## src/rtl/cpu_io_port_pkg.sv

```systemverilog
// cpu_io_port_pkg: register offsets and sizing helpers shared by the I/O port.
package cpu_io_port_pkg;
  localparam logic [1:0] REG_DATA  = 2'd0;
  localparam logic [1:0] REG_DDR   = 2'd1;
  localparam logic [1:0] REG_IFLAG = 2'd2;
  localparam logic [1:0] REG_IMASK = 2'd3;
  // At least one bit wide so a never-fading configuration still elaborates.
  function automatic int fade_cnt_w(input int fade_cycles);
    return (fade_cycles < 1) ? 1 : $clog2(fade_cycles + 1);
  endfunction
endpackage

```

## src/rtl/io_port_fade_cell.sv

```systemverilog
// io_port_fade_cell: retained value and decay counter of one unbonded port bit.
module io_port_fade_cell
  import cpu_io_port_pkg::*;
#(
  parameter int   FADE_CYCLES = 1000,
  parameter logic FADE_VALUE  = 1'b0
) (
  input  logic clock,
  input  logic reset,
  input  logic load,
  input  logic load_val,
  input  logic ddr,
  output logic retained
);
  localparam int CW = fade_cnt_w(FADE_CYCLES);
  localparam logic [CW-1:0] RELOAD = CW'(FADE_CYCLES);
  logic [CW-1:0] cnt_q, cnt_d;
  logic ret_q, ret_d;
  always_comb begin
    cnt_d = load ? RELOAD : ddr ? '0 : (cnt_q != '0) ? cnt_q - CW'(1) : cnt_q;
    ret_d = load ? load_val : (!ddr && cnt_q == CW'(1)) ? FADE_VALUE : ret_q;
  end
  always_ff @(posedge clock or posedge reset) begin
    if (reset) begin
      cnt_q <= '0;
      ret_q <= FADE_VALUE;
    end else begin
      cnt_q <= cnt_d;
      ret_q <= ret_d;
    end
  end
  assign retained = ret_q;
endmodule

```

## src/rtl/cpu_io_port.sv

```systemverilog
// cpu_io_port: parametrised processor I/O port with synchronised inputs,
// unbonded-bit retention and edge-detect interrupt flags.
module cpu_io_port
  import cpu_io_port_pkg::*;
#(
  parameter int               ADDR_W      = 16,
  parameter logic [ADDR_W-1:0] BASE       = '0,
  parameter logic [7:0]       IMPL_MASK   = 8'hDF,
  parameter logic [7:0]       FLOAT_MASK  = 8'hC0,
  parameter int               FADE_CYCLES = 1000,
  parameter logic [7:0]       FADE_VALUE  = 8'h00,
  parameter int               SYNC_STAGES = 2,
  parameter logic [7:0]       EDGE_RISE   = 8'h00
) (
  input  logic              clock,
  input  logic              reset,
  input  logic              cs,
  input  logic              r_w,
  input  logic [ADDR_W-1:0] addr,
  input  logic [7:0]        wdata,
  output logic [7:0]        rdata,
  output logic              rdata_oe,
  input  logic [7:0]        pio_in,
  output logic [7:0]        pio_out,
  output logic [7:0]        pio_oe,
  output logic              irq
);
  localparam int AW = $clog2(SYNC_STAGES + 2);
  localparam logic [AW-1:0] ARM_N = AW'(SYNC_STAGES + 1);
  logic sel, rd, wr, data_wr, armed;
  logic [1:0] off;
  logic [7:0] data_q, data_d, ddr_q, ddr_d, iflag_q, iflag_d, imask_q, imask_d;
  logic [7:0] prev_q, sync, retained, edges, qual, data_rd;
  logic [SYNC_STAGES-1:0][7:0] sync_q, sync_d;
  logic [AW-1:0] arm_q, arm_d;
  always_comb begin
    off      = addr[1:0];
    sel      = cs && (addr[ADDR_W-1:2] == BASE[ADDR_W-1:2]);
    rd       = sel && r_w;
    wr       = sel && !r_w;
    data_wr  = wr && off == REG_DATA;
    sync     = sync_q[SYNC_STAGES-1];
    sync_d   = {sync_q[SYNC_STAGES-2:0], pio_in};
    armed    = arm_q == ARM_N;
    arm_d    = armed ? arm_q : arm_q + AW'(1);
    data_d   = data_wr ? wdata & IMPL_MASK : data_q;
    ddr_d    = (wr && off == REG_DDR) ? wdata & IMPL_MASK : ddr_q;
    imask_d  = (wr && off == REG_IMASK) ? wdata & IMPL_MASK : imask_q;
    edges    = (EDGE_RISE & sync & ~prev_q) | (~EDGE_RISE & ~sync & prev_q);
    qual     = edges & IMPL_MASK & ~FLOAT_MASK & ~ddr_q & {8{armed}};
    // A new edge wins over a simultaneous write-1-to-clear.
    iflag_d  = (iflag_q & ~((wr && off == REG_IFLAG) ? wdata & IMPL_MASK : 8'h00)) | qual;
    data_rd  = IMPL_MASK & ((ddr_q & data_q) | (~ddr_q & FLOAT_MASK & retained) |
                            (~ddr_q & ~FLOAT_MASK & sync));
    rdata    = !rd ? 8'h00 : off == REG_DATA ? data_rd : off == REG_DDR ? ddr_q :
               off == REG_IFLAG ? iflag_q : imask_q;
    rdata_oe = rd;
  end
  always_ff @(posedge clock or posedge reset) begin
    if (reset) begin
      data_q  <= '0;
      ddr_q   <= '0;
      iflag_q <= '0;
      imask_q <= '0;
      prev_q  <= '0;
      sync_q  <= '0;
      arm_q   <= '0;
    end else begin
      data_q  <= data_d;
      ddr_q   <= ddr_d;
      iflag_q <= iflag_d;
      imask_q <= imask_d;
      prev_q  <= sync;
      sync_q  <= sync_d;
      arm_q   <= arm_d;
    end
  end
  for (genvar i = 0; i < 8; i++) begin : g_bit
    if (FLOAT_MASK[i]) begin : g_fade
      io_port_fade_cell #(
        .FADE_CYCLES(FADE_CYCLES),
        .FADE_VALUE (FADE_VALUE[i])
      ) u_cell (
        .clock   (clock),
        .reset   (reset),
        .load    (data_wr | (ddr_q[i] & ~ddr_d[i])),
        .load_val(data_wr ? wdata[i] : data_q[i]),
        .ddr     (ddr_q[i]),
        .retained(retained[i])
      );
    end else begin : g_none
      assign retained[i] = 1'b0;
    end
  end
  assign pio_out = data_q;
  assign pio_oe  = ddr_q;
  assign irq     = |(iflag_q & imask_q);
endmodule

```

## config.mk

```make
export PLATFORM = sky130hd
export DESIGN_NAME = cpu_io_port
export DESIGN_NICKNAME = d
export VERILOG_FILES = /design/src/rtl/cpu_io_port_pkg.sv /design/src/rtl/io_port_fade_cell.sv /design/src/rtl/cpu_io_port.sv
export SDC_FILE = /design/constraint.sdc
export NUM_CORES = 1
export LEC_CHECK = 0
export CORE_MARGIN = 2
export CORE_UTILIZATION = 35
export CTS_CLUSTER_SIZE = 20
export DETAILED_ROUTE_END_ITERATION = 8
export SKIP_LAST_GASP = 1
export SLEW_MARGIN = 5
export SYNTH_ARGS = -nofsm -noshare
export SYNTH_HDL_FRONTEND = slang
export SYNTH_HIERARCHICAL = 1
export SYNTH_SLANG_ARGS = --single-unit
```

## constraint.sdc

```tcl
create_clock -name clock -period 1.97 [get_ports clock]
set_input_delay 0.197 -clock clock [delete_from_list [all_inputs] [get_ports clock]]
set_output_delay 0.197 -clock clock [all_outputs]
set_load 0.1 [all_outputs]
```

==> metrics.cfg <==
[power]
p_leak_nw=2.128
power_density_nw_per_um2=668.9
vdd_drop_max_v=0.0003099

[grt]
grt_max_degree=27
grtUsageTotal_pct=17.18
gr-total-overflow=0
grt_pass1_wl_mm=14.82
antenna_found_initial=0
grt_pass1_vias=2912

[place]
place.gp.congestion=0.8108
dp_cells=528
place_hpwl_mm=6.498
placed_cell_area_sq_um=4740
port_buffers=54
pre_cts_slack_ns=-0.3598

[yosys]
netlist.area_leader.share_pct=47.67
ys_seq_elements=67
synth_edf_count=0
synth_area_leaders=dfrtp_1 48%, mux2_2 6.4%, mux2i_1 4.3%
synthCells=309
post-synth-top-area-cell=dfrtp_1
syn_area_per_cell_sq_um=11.38
synth_ff_type=dfrtp_1
yosysSeqAreaShare_pct=47.67
async_reset_ff_share_pct=100.0
ys_types=49
ys_warn_count=6
syn_area_sq_um=3517

[timing]
timing.hold.ws_ns=0.2358
grt_setup_unrepaired=yes
setup_viol=0
fmax_ghz=0.5225
hold_violations=0
setup_ws_ns=0.05604
fin_setup_tns_ns=0
period_share_pct=97.16
final_max_slew_viol_count=0
period_needed_ns=1.914
fin_worst_skew_ns=0.009275

[clocking]
clk_path_buf_depth=2
clkTransAtPathRegs_ns=0.08
clock_sinks=67
postCtsHoldBufs=0
cts_buffers=9
clock_latency_ns=0.34
root_buffer=clkbuf_8
htree_levels=3
cts_tree=done

[die]
core-area_sq_um=9774
die_area_sq_um=10870
rows=36
io-pin-count=62
dieWidth_um=104.2
initial_utilization_pct=35.98
die_height_um=104.2

[route]
first_pass_iters=4
postRouteAntennaNets=0
post-route-drc-count=0
via_per_inst=5.082
vias=2790
wirelength_mm=8.667
routedWlPerCell_um=15.79
drtIter0Drc=99

[critical_path]
crit_type=primary input to output port
required_ns=1.77
start_kind=primary input
reg2reg_slack_ns=0.21
slowest_delay_ns=0.35
r2r-start=g_bit[7].g_fade.u_cell/cnt_q[0]
critPathBufInv=4
critPathCaptureType=output port
crit_chain=dlygate4sd2_1 -> nor4_4 -> buf_4 -> nand2_4 -> buf_6 -> a2111oi_4 -> buf_12
worst-r2r-cell-count=5
cp_data_arrival_time_ns=1.72
cp_slowest_cell=a2111oi_4
worstPathMaxFanout=4
cpLargestDelayFamily=buffers and inverters
rr_endpoint=g_bit[7].g_fade.u_cell/cnt_q[4]

[job]
drv_cap=0

[finish]
layout_common_cells=58 x buf_4, 53 x dfrtp_1, 20 x mux2_2
nets=452
area_growth_pct=41.87
layout_commonest_cell=buf_4
drive_gt1_share_pct=39.18
diodes=0
fin_area_sq_um=4990
fillerInstances=909
stdcell_count=549

[status]
status=complete, no violations

[min_path]
hp-class=primary input to async pin

-- power by group --
part	total, W	internal (W)	leakage, nW	switching, W
registers	0.00166	0.00149	0.776	0.000171
logic	0.000473	0.000235	1.25	0.000237
clock network	0.00120	0.000606	0.0988	0.000595
total	0.00334	0.00233	2.13	0.00100
-- area by class of cell --
cell class,count,area [sq um],area share [%]
Clock buffer,9,123.9,2.482
Clock inverter,7,82.58,1.655
Inverter,14,52.55,1.053
Multi-Input combinational cell,216,1871,37.49
Sequential cell,67,1697,34.00
Tap cell,133,166.4,3.335
Timing Repair Buffer,103,997.2,19.98
-- routing by layer --
layer,track usage (%),routed length [um]
met4,5.695,97
met2,25.52,3881
met1,24.61,4259
met5,0,0
met3,4.073,430
-- flip-flops by register name, summed over array words and instances, names as in the netlist --
signal	flops
prev_q	5
g_bit.g_fade.u_cell/cnt_q	20
sync_d	5
g_bit.g_fade.u_cell/retained	2
pio_out	7
sync	5
arm_q	2
pio_oe	7
iflag_q	7
imask_q	7
-- how the worst max path moves through the flow --
stage	slack (ns)	from	end	cells after the start
global placement	-0.30	addr[12]	rdata[3]	7
global route	-0.02	pio_oe[6]	rdata[6]	4
detailed placement	-0.36	addr[8]	g_bit[7].g_fade.u_cell/retained	7
floorplan	-0.31	addr[12]	rdata[0]	3
finish	0.06	addr[4]	rdata[2]	7
CTS	0.002	addr[4]	rdata[6]	7
-- cells by family after synthesis --
kind of cell	count (synthesis)	share of synthesized area [%]
and+or+nand+nor	109	21.59
DFF	67	47.67
AOI/OAI and AO/OA	59	12.77
muxes	37	11.31
buffers and inverters	28	4.020
adders and majority gates	5	1.779
xor gates and xnor gates	3	0.7472
other	1	0.1066
-- timing repair --
item                                    CTS  global route
endpoints found under the setup margin    8             6
resized for setup                        19             6
pin swaps                                12             9
buffers inserted                          5             0
-- synthesized netlist by cell type, types with 6 or more instances --
cell type  count
or3_1          6
nand3_1        7
nor2_1        14
o21ai_0       17
mux2i_1       15
a21oi_1       10
o41ai_2        6
dfrtp_1       67
nor3_1        11
inv_1         14
nand2_1       19
a2111oi_0      7
mux2_2        20
nor4_4         6
nand2b_1       8
-- through the flow --
step | power [W] | utilization (%)
floorplan | 0.001977 | -
global placement | 0.002153 | 48.49
detailed placement | 0.002171 | 48.49
CTS | 0.003393 | 50.91
global route | 0.003505 | 51.05
finish | 0.003337 | 51.05
Note: power is estimated with default switching activity, not from simulation.
